File: config.mk
export PLATFORM = sky130hd
export DESIGN_NAME = fluxo_dados_param
export DESIGN_NICKNAME = d
export VERILOG_FILES = /design/src/rtl/fluxo_dados_param.sv
export SDC_FILE = /design/constraint.sdc
export NUM_CORES = 1
export LEC_CHECK = 0
export BUFFER_PORTS_ARGS = -buffer_cell sky130_fd_sc_hd__clkbuf_2
export CORE_MARGIN = 1
export CORE_UTILIZATION = 48
export CTS_BUF_LIST = sky130_fd_sc_hd__clkbuf_8
export DETAILED_ROUTE_END_ITERATION = 7
export PLACE_DENSITY_LB_ADDON = 0.1
export SLEW_MARGIN = 15
export SYNTH_ARGS = -nofsm -noshare
export SYNTH_HDL_FRONTEND = slang
export SYNTH_HIERARCHICAL = 1
export SYNTH_SLANG_ARGS = --single-unit
File: constraint.sdc
create_clock -name clock -period 2.95 [get_ports clock]
set_clock_uncertainty 0.1 [all_clocks]
set_input_delay 0.1475 -clock clock [delete_from_list [all_inputs] [get_ports clock]]
set_output_delay 0.1475 -clock clock [all_outputs]
set_load 0.03 [all_outputs]
File: src/rtl/fluxo_dados_param.sv
// Modulo-N up/down counter with saturating load, compare against chaves,
// wrap pulse/counter and per-nibble active-low 7-segment display.
module fluxo_dados_param #(
    parameter int WIDTH  = 4,
    parameter int MODULO = 16,
    parameter int VWIDTH = 4
) (
    input  logic                     clock,
    input  logic                     reset,
    input  logic                     zera,
    input  logic                     carrega,
    input  logic                     conta,
    input  logic                     decrementa,
    input  logic                     para_igual,
    input  logic [WIDTH-1:0]         chaves,
    output logic [WIDTH-1:0]         db_contagem,
    output logic                     menor,
    output logic                     maior,
    output logic                     igual,
    output logic                     fim,
    output logic                     fim_pulso,
    output logic [VWIDTH-1:0]        voltas,
    output logic [7*(WIDTH/4)-1:0]   display
);
    localparam int                DIGITS  = WIDTH / 4;
    localparam logic [WIDTH-1:0]  TERM    = WIDTH'(MODULO - 1);
    localparam logic [WIDTH:0]    MOD_EXT = (WIDTH + 1)'(MODULO);
    localparam logic [VWIDTH-1:0] VMAX    = '1;

    logic             step;
    logic [WIDTH-1:0] load_val;

    assign igual = (db_contagem == chaves);
    assign menor = (db_contagem <  chaves);
    assign maior = (db_contagem >  chaves);

    // fim doubles as "the next step is a wrap" for the current direction
    assign fim      = decrementa ? (db_contagem == '0) : (db_contagem == TERM);
    assign step     = conta && !(para_igual && igual);
    assign load_val = ({1'b0, chaves} < MOD_EXT) ? chaves : TERM;

    always_ff @(posedge clock or posedge reset) begin
        if (reset) begin
            db_contagem <= '0;
            voltas      <= '0;
            fim_pulso   <= 1'b0;
        end else begin
            fim_pulso <= 1'b0;
            if (zera) begin
                db_contagem <= '0;
                voltas      <= '0;
            end else if (carrega) begin
                db_contagem <= load_val;
                voltas      <= '0;
            end else if (step) begin
                if (decrementa)
                    db_contagem <= fim ? TERM : db_contagem - 1'b1;
                else
                    db_contagem <= fim ? '0 : db_contagem + 1'b1;
                if (fim) begin
                    fim_pulso <= 1'b1;
                    if (voltas != VMAX)
                        voltas <= voltas + 1'b1;
                end
            end
        end
    end

    for (genvar k = 0; k < DIGITS; k++) begin : g_digit
        fluxo_hex7seg u_seg (
            .nibble (db_contagem[4*k +: 4]),
            .seg    (display[7*k +: 7])
        );
    end
endmodule

// One hex digit, active-low segments, bit 0 = a ... bit 6 = g.
module fluxo_hex7seg (
    input  logic [3:0] nibble,
    output logic [6:0] seg
);
    always_comb begin
        seg = 7'b1111111;
        case (nibble)
            4'h0: seg = 7'b1000000;
            4'h1: seg = 7'b1111001;
            4'h2: seg = 7'b0100100;
            4'h3: seg = 7'b0110000;
            4'h4: seg = 7'b0011001;
            4'h5: seg = 7'b0010010;
            4'h6: seg = 7'b0000010;
            4'h7: seg = 7'b1111000;
            4'h8: seg = 7'b0000000;
            4'h9: seg = 7'b0010000;
            4'hA: seg = 7'b0001000;
            4'hB: seg = 7'b0000011;
            4'hC: seg = 7'b1000110;
            4'hD: seg = 7'b0100001;
            4'hE: seg = 7'b0000110;
            4'hF: seg = 7'b0001110;
            default: seg = 7'b1111111;
        endcase
    end
endmodule

==> metrics.md <==
| Metric | Value |
|---|---|
| Row cnt | 16 |
| Clock-pin transition on the worst setup and hold timing paths | 0.04 ns |
| Via-per-instance ratio | ~5.4 |
| Number of synthesized flops with an enable pin | 0 |
| Post-Synth Adder-Cell Area | 0.168 |
| Final ANT Viol Nets | 0 |
| Filler cells | 174 |
| Sw frac | 0.395 |
| Pleak | 0.653 nW |
| Worst vdd ir | 0.321 mV |
| Maxcap violations | 0 |
| Setup_tns | 0 ns |
| Comb pwr share | 0.437 |
| Hold endpoint | db_contagem[0]$_DFFE_PP0P_ |
| Slew Limit Fails | 0 |
| Number of global-route vias before repair | 860 |
| WP data required | 2.70 ns |
| # DRC | 0 |
| Data arrival time of the worst path | between 2 and 2.5 ns |
| GRT Overall Usage | 0.207 |
| Flop pwr share | 0.283 |
| Layout cells sized above 1 | 0.300 |
| Clock network power share | 0.281 |
| CP max stage delay | 0.52 ns |
| Critical Path Source Type | flip-flop |
| Sink Count | 9 |
| Drt pass-1 iters | 4 |
| Placed instance area | ~1200 µm² |
| CP max FO | 11 |
| Dpl cells | 172 |
| Top_reg_cell synth | dfrtp_1 |
| Post-synthesis simple-gate area fraction | 0.222 |
| Width of the die | around 49 µm |
| Mean Syn Cell Area | 8.83 µm² |
| TritonCTS Buffers | 3 |
| Crit Path Category | reg2out |
| Core Footprint | 2000 µm² |
| Vias | 951 |
| Hold Startpoint | zera |
| Unrepaired setup endpoints after global routing | false |
| Worst hold path class | in2reg |
| Buf+Inv Stages, Crit Path | 2 |
| GRT overflow | 0 |
| Synth unique cells | 45 |
| Root Driver | clkbuf_8 |
| Mapped Cells | 118 |
| Post-synthesis compound-gate area fraction | 0.205 |
| Initial antenna violation count | 0 |
| Internal power | just under 0.0003 W |
| Nets | 176 |
| Flop-to-flop setup slack | 0.67 ns |
| Pwr Total | slightly below 0.0005 W |
| NetSw | 0.000194 W |
| Die footprint | 2360 µm² |
| # IOs | 31 |
| CTS tree | yes |
| Cell area after layout | 1260 µm² |
| Layout Cells excl Fill | approximately 180 |
| Syn Nets | 143 |
| Tcrit/Tclk final | 0.787 |
| Synth Area in XOR/XNOR | 0.0168 |
| Worst Max-Slew Pin Slew | between 0.4 and 0.5 ns |
| Slowest-stage cell, CP | dfrtp_1 |
| Number of diodes | 0 |
| Worst Reg-to-Reg Cells | 7 |
| YS warnings | 6 |
| Area grow syn2layout | 20.9% |
| Reg-to-Reg Start | db_contagem[0]$_DFFE_PP0P_ |
| Max Clock Freq | 0.431 GHz |
| Starting Density | 0.521 |
| Routability cong. | 0.868 |
| CTS max path bufs | 2 |
| FF+latch count, synth | 9 |
| First-pass GRT wire length | 3.89 mm |
| Pwr dens | 390 nW/µm² |
| Slew HR | 0.707 |
| Multiplexer area fraction after synthesis | 0.0936 |
| Sequential area share after synthesis | 0.216 |
| Status | finished clean |
| Avg WL per Cell | 12.7 µm |
| H-tree Lvls | 1 |
| Routed Wire Length | roughly 2.2 mm |
| Port bufs | 30 |
| Asr flop ratio synth | 1.00 |
| Critical Path End Type | output pin |
| RR Endpoint | db_contagem[0]$_DFFE_PP0P_ |
| Die extent in y | 48.6 µm |
| Post-DP HPWL | roughly 1.7 mm |
| Largest net degree at the start of global routing | 25 |
| CP top delay family | simple AND/OR/NAND/NOR gates |
| Setup violations, final | 0 |
| Final-report hold violation count | 0 |
| Setup Buffers After CTS | 0 |
| Shortest period the worst path allows | 2.32 ns |
| Initial DRC count | 37 |
| Cell Area, Synth | 1040 µm² |
| Main combinational cell family by area after synthesis | simple AND/OR/NAND/NOR gates |
| Crit-path cells | inv_1 > ha_1 > and2b_2 > or3b_1 > o21ai_0 > clkbuf_2 |
| Hold depth | 2 |
| Clock latency on the worst-skew pair | 0.23 ns |
==> what timing repair did <==
action | in CTS | in global routing
hold endpoints to repair | 9 | 0
hold buffers | 1 | 0
resized for setup | 0 | 0
==> layout make-up <==
type | instances | area [µm²] | share of cell area
multi-input combinational | 92 | 736 | 0.584
sequential | 9 | 225 | 0.179
timing repair buffer | 33 | 175 | 0.139
inverter | 12 | 45.0 | 0.0357
clock buffer | 3 | 41.3 | 0.0328
tap | 27 | 33.8 | 0.0268
clock inverter | 1 | 3.75 | 0.00298
==> Yosys cell counts (2+ instances only) <==
master / n / area, µm²
ha_1: 14 / 175
nand2b_1: 3 / 18.8
buf_6: 2 / 22.5
nor2b_1: 2 / 12.5
o31ai_1: 2 / 15.0
a21oi_1: 8 / 40.0
nand2_1: 7 / 26.3
o21ai_1: 2 / 10.0
dfrtp_1: 9 / 225
mux2i_1: 6 / 60.1
a22o_1: 2 / 17.5
o21ai_0: 5 / 25.0
inv_1: 10 / 37.5
a211oi_1: 2 / 15.0
buf_2: 2 / 10.0
nor2_1: 13 / 48.8
==> flip-flops by register name, indices dropped and copies added (netlist names) <==
register and cells:
voltas 4, db_contagem 4, fim_pulso 1
==> layout by cell type (no fill, tap or decap), types with 2 or more instances in the layout <==
cell type	Yosys	final
clkbuf_8	0	3
inv_1	10	11
nor2b_1	2	2
ha_1	14	14
nor2_1	13	13
clkbuf_2	0	30
o21ai_0	5	5
dfrtp_1	9	9
nand2b_1	3	3
a211oi_1	2	2
nand2_1	7	7
o31ai_1	2	2
o21ai_1	2	2
buf_4	0	2
a21oi_1	8	8
a22o_1	2	2
mux2i_1	6	6
==> metal layers <==
layer  track usage  vias up  wire [µm]
met1         0.285      438       1060
met2         0.338       27       1040
met5             0        -          0
li1              -      484          -
met3       0.00629        2        120
met4        0.0980        0         21
==> power groups by stage <==
| stage | clock network (W) | registers [W] | logic (W) |
|---|---|---|---|
| floorplan | 0 | 0.000152 | 0.000148 |
| global placement | 0 | 0.000140 | 0.000211 |
| detailed placement | 0 | 0.000141 | 0.000212 |
| CTS | 0.000144 | 0.000139 | 0.000214 |
| global route | 0.000152 | 0.000140 | 0.000236 |
| finish | 0.000138 | 0.000139 | 0.000215 |
==> metrics by stage <==
| step | utilization | hold WS, ns | setup slack (ns) |
|---|---|---|---|
| 6_report | 0.629 | 0.0321 | 0.629 |
| 3_5_place_dp | 0.602 | 0.00947 | 0.698 |
| 5_1_grt | 0.629 | 0.0323 | 0.473 |
| 4_1_cts | 0.629 | 0.0234 | 0.621 |
| 3_3_place_gp | 0.602 | 0.000905 | 0.801 |
| 2_1_floorplan | - | -0.125 | 0.596 |
==> kinds of logic (layout without fill, tap and decap cells) <==
logic type	Yosys count	in the layout
multiplexers	8	8
AO/OA/AOI/OAI	30	30
XOR/XNOR	2	2
adder cells (fa/ha/maj)	14	14
flip-flops	9	9
AND/OR/NAND/NOR	38	38
buffers and inverters	17	49
==> worst max path at each step <==
stage / cells past startpoint / from / slack (ns) / to
floorplan: 6 / db_contagem[1]$_DFFE_PP0P_ / 0.60 / maior
global placement: 7 / db_contagem[0]$_DFFE_PP0P_ / 0.80 / voltas[3]$_DFFE_PP0P_
detailed placement: 7 / db_contagem[0]$_DFFE_PP0P_ / 0.70 / db_contagem[0]$_DFFE_PP0P_
CTS: 6 / db_contagem[1]$_DFFE_PP0P_ / 0.62 / display[0]
global route: 6 / db_contagem[1]$_DFFE_PP0P_ / 0.47 / display[0]
finish: 6 / db_contagem[1]$_DFFE_PP0P_ / 0.63 / display[0]
Note: power is estimated with default switching activity, not from simulation.
